===== config.mk =====
export PLATFORM = sky130hd
export DESIGN_NAME = reg_file_sb
export DESIGN_NICKNAME = d
export VERILOG_FILES = /design/src/rtl/reg_file_sb_pkg.sv /design/src/rtl/reg_file_sb_scoreboard.sv /design/src/rtl/reg_file_sb.sv
export SDC_FILE = /design/constraint.sdc
export NUM_CORES = 2
export LEC_CHECK = 0
export ABC_AREA = 1
export CORE_MARGIN = 3
export CORE_UTILIZATION = 38
export DETAILED_ROUTE_END_ITERATION = 7
export GPL_TIMING_DRIVEN = 1
export SKIP_LAST_GASP = 1
export SYNTH_ARGS = -nofsm -noshare
export SYNTH_HDL_FRONTEND = slang
export SYNTH_SLANG_ARGS = --single-unit

===== constraint.sdc =====
create_clock -name clk -period 47.5 [get_ports clk]
set_clock_uncertainty 0.15 [all_clocks]
set_input_delay 9.5 -clock clk [delete_from_list [all_inputs] [get_ports clk]]
set_output_delay 9.5 -clock clk [all_outputs]
set_load 0.01 [all_outputs]

===== src/rtl/reg_file_sb_pkg.sv =====
// reg_file_sb_pkg: shared widths and the hard-wired zero register index
package reg_file_sb_pkg;
  localparam int DATA_W = 32;
  localparam int ADDR_W = 5;
  localparam int NREGS = 32;
  localparam logic [ADDR_W-1:0] REG_ZERO = '0;
endpackage


===== src/rtl/reg_file_sb_scoreboard.sv =====
// reg_scoreboard: per-register busy bits, operand hazard detection and issue acceptance
module reg_scoreboard
  import reg_file_sb_pkg::*;
(
  input  logic              clk,
  input  logic              reset,
  input  logic [ADDR_W-1:0] rs1_addr,
  input  logic [ADDR_W-1:0] rs2_addr,
  input  logic              rs1_use,
  input  logic              rs2_use,
  input  logic              wr_en,
  input  logic [ADDR_W-1:0] wr_addr,
  input  logic              issue_en,
  input  logic [ADDR_W-1:0] issue_rd,
  output logic              stall,
  output logic              issue_ack,
  output logic [NREGS-1:0]  busy_vec
);
  logic [NREGS-1:0] busy_nxt;
  logic haz1, haz2, wr_ok;
  assign wr_ok = wr_en & (wr_addr != REG_ZERO);
  assign haz1 = rs1_use & (rs1_addr != REG_ZERO) & busy_vec[rs1_addr] & ~(wr_en & (wr_addr == rs1_addr));
  assign haz2 = rs2_use & (rs2_addr != REG_ZERO) & busy_vec[rs2_addr] & ~(wr_en & (wr_addr == rs2_addr));
  assign stall = haz1 | haz2;
  assign issue_ack = issue_en & ~stall & ~reset;
  // writeback retires a producer, then a new issue claims the register so it wins a same-cycle collision
  always_comb begin
    busy_nxt = busy_vec;
    if (wr_ok) busy_nxt[wr_addr] = 1'b0;
    if (issue_ack && issue_rd != REG_ZERO) busy_nxt[issue_rd] = 1'b1;
  end
  // busy state register, cleared immediately by reset
  always_ff @(posedge clk or posedge reset)
    if (reset) busy_vec <= '0;
    else busy_vec <= busy_nxt;
endmodule


===== src/rtl/reg_file_sb.sv =====
// reg_file_sb: 32x32 register file with write-through bypass reads and a write-pending scoreboard
module reg_file_sb
  import reg_file_sb_pkg::*;
(
  input  logic              clk,
  input  logic              reset,
  input  logic [ADDR_W-1:0] rs1_addr,
  input  logic [ADDR_W-1:0] rs2_addr,
  output logic [DATA_W-1:0] rs1_data,
  output logic [DATA_W-1:0] rs2_data,
  input  logic              wr_en,
  input  logic [ADDR_W-1:0] wr_addr,
  input  logic [DATA_W-1:0] wr_data,
  input  logic              issue_en,
  input  logic [ADDR_W-1:0] issue_rd,
  input  logic              rs1_use,
  input  logic              rs2_use,
  output logic              stall,
  output logic              issue_ack,
  output logic [NREGS-1:0]  busy_vec
);
  logic [DATA_W-1:0] regs [NREGS];
  logic wr_ok;
  assign wr_ok = wr_en & (wr_addr != REG_ZERO);
  // storage: register 0 is never written so it stays at its reset value of zero
  always_ff @(posedge clk or posedge reset)
    if (reset) regs <= '{default: '0};
    else if (wr_ok) regs[wr_addr] <= wr_data;
  // read ports forward the in-flight writeback so decode sees it in the same cycle
  always_comb begin
    rs1_data = (reset || rs1_addr == REG_ZERO) ? '0 : (wr_ok && wr_addr == rs1_addr) ? wr_data : regs[rs1_addr];
    rs2_data = (reset || rs2_addr == REG_ZERO) ? '0 : (wr_ok && wr_addr == rs2_addr) ? wr_data : regs[rs2_addr];
  end
  reg_scoreboard u_sb (
    .clk(clk),
    .reset(reset),
    .rs1_addr(rs1_addr),
    .rs2_addr(rs2_addr),
    .rs1_use(rs1_use),
    .rs2_use(rs2_use),
    .wr_en(wr_en),
    .wr_addr(wr_addr),
    .issue_en(issue_en),
    .issue_rd(issue_rd),
    .stall(stall),
    .issue_ack(issue_ack),
    .busy_vec(busy_vec)
  );
endmodule

# == After elaboration in Yosys (flattened, before gate mapping) ==
# Index checks and enable logic that the tools add are counted.
# word_totals
regBits,1056
inputBits,58
word_cells,104
out_inout_bits,98
# classes
eq_ne,2
n_mux,23
n_reduce_logical,14
bitwise,22
n_lt_le_gt_ge,10
# ops
cell,count
1024-bit bitwise mux,1
32-bit two-way mux,11
32-bit binary-select mux with 5-bit select,2
32-bit demux with 5-bit select,1
32-bit bitwise AND,1
32-bit NOT,1
32-bit bitwise OR,1
"5-bit by 6-bit less-than comparator with 1-bit output, second input constant",4
5-bit nonzero test,4
"6-bit greater-or-equal comparator, second input constant",3
5-bit NOT with 6-bit output,3
1-bit bitwise AND,11
1-bit binary-select mux with 5-bit select,2
1-bit demux with 5-bit select,2
5-bit equality test,2
"5-bit by 1-bit greater-or-equal comparator with 1-bit output, second input constant",2
5-bit logical NOT,2
1-bit logical AND,6
"6-bit by 1-bit less-than comparator with 1-bit output, second input constant",1
1-bit two-way mux,4
1-bit NOT,4
1-bit logical OR,2
1-bit bitwise OR,1

# == Logic depth before layout (Yosys ltp) ==
# depth
ltp_word,10
ltp_mapped,13
ltp_nobuf,11

# == Hierarchy ==
# From an unflattened synthesis, not the netlist that was laid out.
# hier_totals
cells_unflattened,9595
hier_area_um2,62611.3
# modules_own_cells
mod,cells_each,area_per_inst_um2,instances
reg_file_sb,9206,60176.5,1
reg_scoreboard,389,2434.8,1

# == Worst setup path before layout ==
# Ideal clock, no wire load.
# synth_path
path_kind,input -> output
startpoint,in reset
endpoint,out rs2_data[10]
path_slack_ns,2.176
required_ns,37.850
stages,6
arrival_time_ns,35.674
cell_sequence,inv_1 nand2_1 inv_1 clkbuf_1 o21ai_0 a31oi_1
# synth_via
elab_chain_len,2
# synth_rtl
element,line_no,source
"start, declared",reg_file_sb.sv:6,"input logic reset,"
1-bit logical OR,reg_file_sb.sv:32,rs2_data = (reset || rs2_addr == REG_ZERO) ? '0 : (wr_ok && wr_addr == rs2_addr) ? wr_data : regs[rs2_addr];
32-bit two-way mux,reg_file_sb.sv:32,
"end, declared",reg_file_sb.sv:10,"output logic [DATA_W-1:0] rs2_data,"
# No other way between the ends.

# == Worst setup path in the final report ==
# layout_path
startpoint,in rs1_addr[0]
endpoint,out rs1_data[21]
# layout_via
elab_chain_len,6
word_cells_on_any_way,10
# layout_rtl
element,line_no,source
"start, declared",reg_file_sb.sv:7,"input logic [ADDR_W-1:0] rs1_addr,"
5-bit NOT with 6-bit output (not written as such),reg_file_sb.sv:31,rs1_data = (reset || rs1_addr == REG_ZERO) ? '0 : (wr_ok && wr_addr == rs1_addr) ? wr_data : regs[rs1_addr];
32-bit binary-select mux with 5-bit select,reg_file_sb.sv:31,
32-bit two-way mux (not written as such) (2 in a row),reg_file_sb.sv:31,
32-bit two-way mux,reg_file_sb.sv:31,
32-bit two-way mux (*),reg_file_sb.sv:31,
"end, declared",reg_file_sb.sv:9,"output logic [DATA_W-1:0] rs1_data,"
# Every way passes the cells marked *; elsewhere a longest branch is shown, timed or not. The select of a mux whose other input is x is not followed.

==> impl_metrics.toml <==
[route]
via_per_inst = 5.97
wl_met1_um = 98800
first_iter_violations = 8676
drtPass1Iterations = 6
via_count = 58000
wirelength_um = 241000
wire_per_inst_um = 24.9
route.met3.wl_um = 30200
top_layer_used = "met5"
drtAntennaViolNets = 0
drc = 0
wl_met2_um = 101000

[placed_design]
hpwl_um = 130000
placed_cells_incl_taps = 9493
gp_congestion = 0.878
port-buffer-count = 155
dpl-instance-area_um2 = 60500
pre_cts_ws_ps = 22680

[synthesis]
synth_cells = 7967
syn_area_um2 = 59000
synth_edf_count = 0
synth_common_cells = "o21ai_0, nand2_1, dfrtp_1"
synth_top_area_cell = "dfrtp_1"
avgSynthCellArea_um2 = 7.40
ys_async_sr_fraction_pct = 100
ys_seq_area_share_pct = 44.8
synth_cell_type_count = 38
yosys_register_bits = 1056
synth_top_flop_cell = "dfrtp_1"
ys_top_cells_by_area = "dfrtp_1, o21ai_0, nand2_1"
yosysMostFrequentCell = "o21ai_0"
synthesis.nets = 8025
yosys_warnings = 0
yosysTopAreaCellShare_pct = 44.8

[setup_path]
path_buf_inv = 6
crit_fanout = 194
cp.arrival_ps = 15430
startpoint = "rs1_addr[0]"
crit_path_end_kind = "primary output"
cp_top_family = "buffers and inverters"
worstPathRequired_ps = 37850
r2r-start = "u_sb.busy_vec[29]$_DFF_PP0_"
max_stage_delay_ps = 900
start_kind = "input port"
path_class = "input port to primary output"
crit_chain = "buf_8, buf_12, buf_4, buf_4, buf_4, a21oi_1, o21ai_0, nand3_1, nand3_1, nand3_1, o21ai_0, a21oi_1, clkdlybuf4s50_1"
slowest_stage = "buf_4"

[grt]
track_usage_pct = 29.5
antenna_found_initial = 19
grt_max_degree = 210
grt-ovfl-total = 0
grt_pass1_wl_um = 355000
grt_pass1_vias = 53200

[cts]
cts_resized = 0
holdBufCountCts = 0
cts_tree = "yes"
post_cts_buffers = 0
cts-buffers-inserted = 115
clock_sinks = 1056
htree_levels = 3
clkTransAtPathRegs_ps = 60
clock_latency_ps = 750
root_buffer = "clkbuf_16"
clk_path_buf_depth = 3

[worst_hold_path]
min-delay-start = "regs[992]$_DFFE_PP0P_"
hold_path.class = "register to register"

[die]
die_h_um = 400
core-area_um2 = 153000
initial_utilization_pct = 38.5
placementRows = 143
die_w_um = 400
num_io_pins = 156
die-area_um2 = 160000

[timing]
timing.final.crit_share_pct = 52.8
drv_slew = 0
tightest_slew_ps = 1420
fmax_mhz = 39.9
setup_tns_ps = 0
grt_setup_unrepaired = "false"
relSlewSlack_pct = 4.99
hold_violations = 0
hold_slack_ps = 240
worst_slack_ps = 22420
fin_crit_ps = 25080
setup-violations-final = 0

[layout]
fin_util_pct = 42.2
fin_area_um2 = 64500
layout.cells.non_filler = 9715
syn2layout_area_growth_pct = 9.43
post_route_cells_drive_above_1_share_pct = 5.54
nets = 7638

[pwr]
total_power_mw = 2.74
p_per_area_nw_per_um2 = 42.5
leakagePower_nw = 27.8
ir_drop_mv = 0.0300

[run]
cap_violations = 0

[run_status]
status = "finished, final reports clean"
[cell families (layout without fill, tap and decap cells)]
family / after synthesis / after routing / synth area share [%]
flops: 1056 / 1056 / 44.8
buf+inv: 1425 / 1132 / 10.6
simple gates: 2441 / 2441 / 16.9
compound gates: 3043 / 3043 / 27.7
other cells: 0 / 11 / 0
xor+xnor: 2 / 2 / 0.0297
[worst register-to-register path, cell delays in order, from the launching register on]
cell      delay [ps]
dfrtp_1          390
inv_1            100
nand2_1           60
nand3_1          120
nand3_1           90
nand3_1          160
nand3_1          130
nand3_2          150
nand4_4          510
o21bai_2         320
[state kept, by name, indices dropped and copies added (netlist names)]
name / cells
u_sb.busy_vec: 32
regs: 1024
[placed cells by master (no fill, tap or decap), drive strengths merged, types with 145 or more instances in the layout]
| cell | netlist | routed |
|---|---|---|
| a21oi | 810 | 810 |
| clkbuf | 355 | 175 |
| clkdlybuf4s50 | 0 | 145 |
| dfrtp | 1056 | 1056 |
| inv | 635 | 629 |
| nand2 | 1474 | 1474 |
| nand3 | 537 | 537 |
| nor2 | 399 | 399 |
| o211ai | 231 | 231 |
| o21ai | 1843 | 1843 |
[cell type report]
class	instances	area [µm²]
clock inverter	36	534
timing repair buffer	285	2620
antenna	11	27.5
sequential	1056	26400
multi-input combinational	5486	26500
tap	2030	2540
clock buffer	175	3490
inverter	636	2430
fill	15500	88400
[where the power goes]
group          switching (mW)  internal (mW)  leakage, nW
clock                   0.398          0.568         1.97
sequential              0.101           1.09         12.7
combinational           0.379          0.203         13.1
[per-layer routing]
layer  GRT usage, %  up-vias
li1               -    26000
met3           6.74      648
met5              0        -
met2           43.0     3618
met1           41.6    27700
met4           13.1        2
[final timing paths]
kind                                          endpoint  slack, ps  cells past startpoint
max                                       rs1_data[21]      22420                     13
min                              regs[992]$_DFFE_PP0P_        240                      0
max reg2reg                 u_sb.busy_vec[9]$_DFF_PP0_      45200                      9
min reg2reg                      regs[992]$_DFFE_PP0P_        240                      0
max in group asynchronous        regs[249]$_DFFE_PP0P_      34570                      6
min in group asynchronous  u_sb.busy_vec[20]$_DFF_PP0_       9070                      2
(Power assumes the default switching activity.)
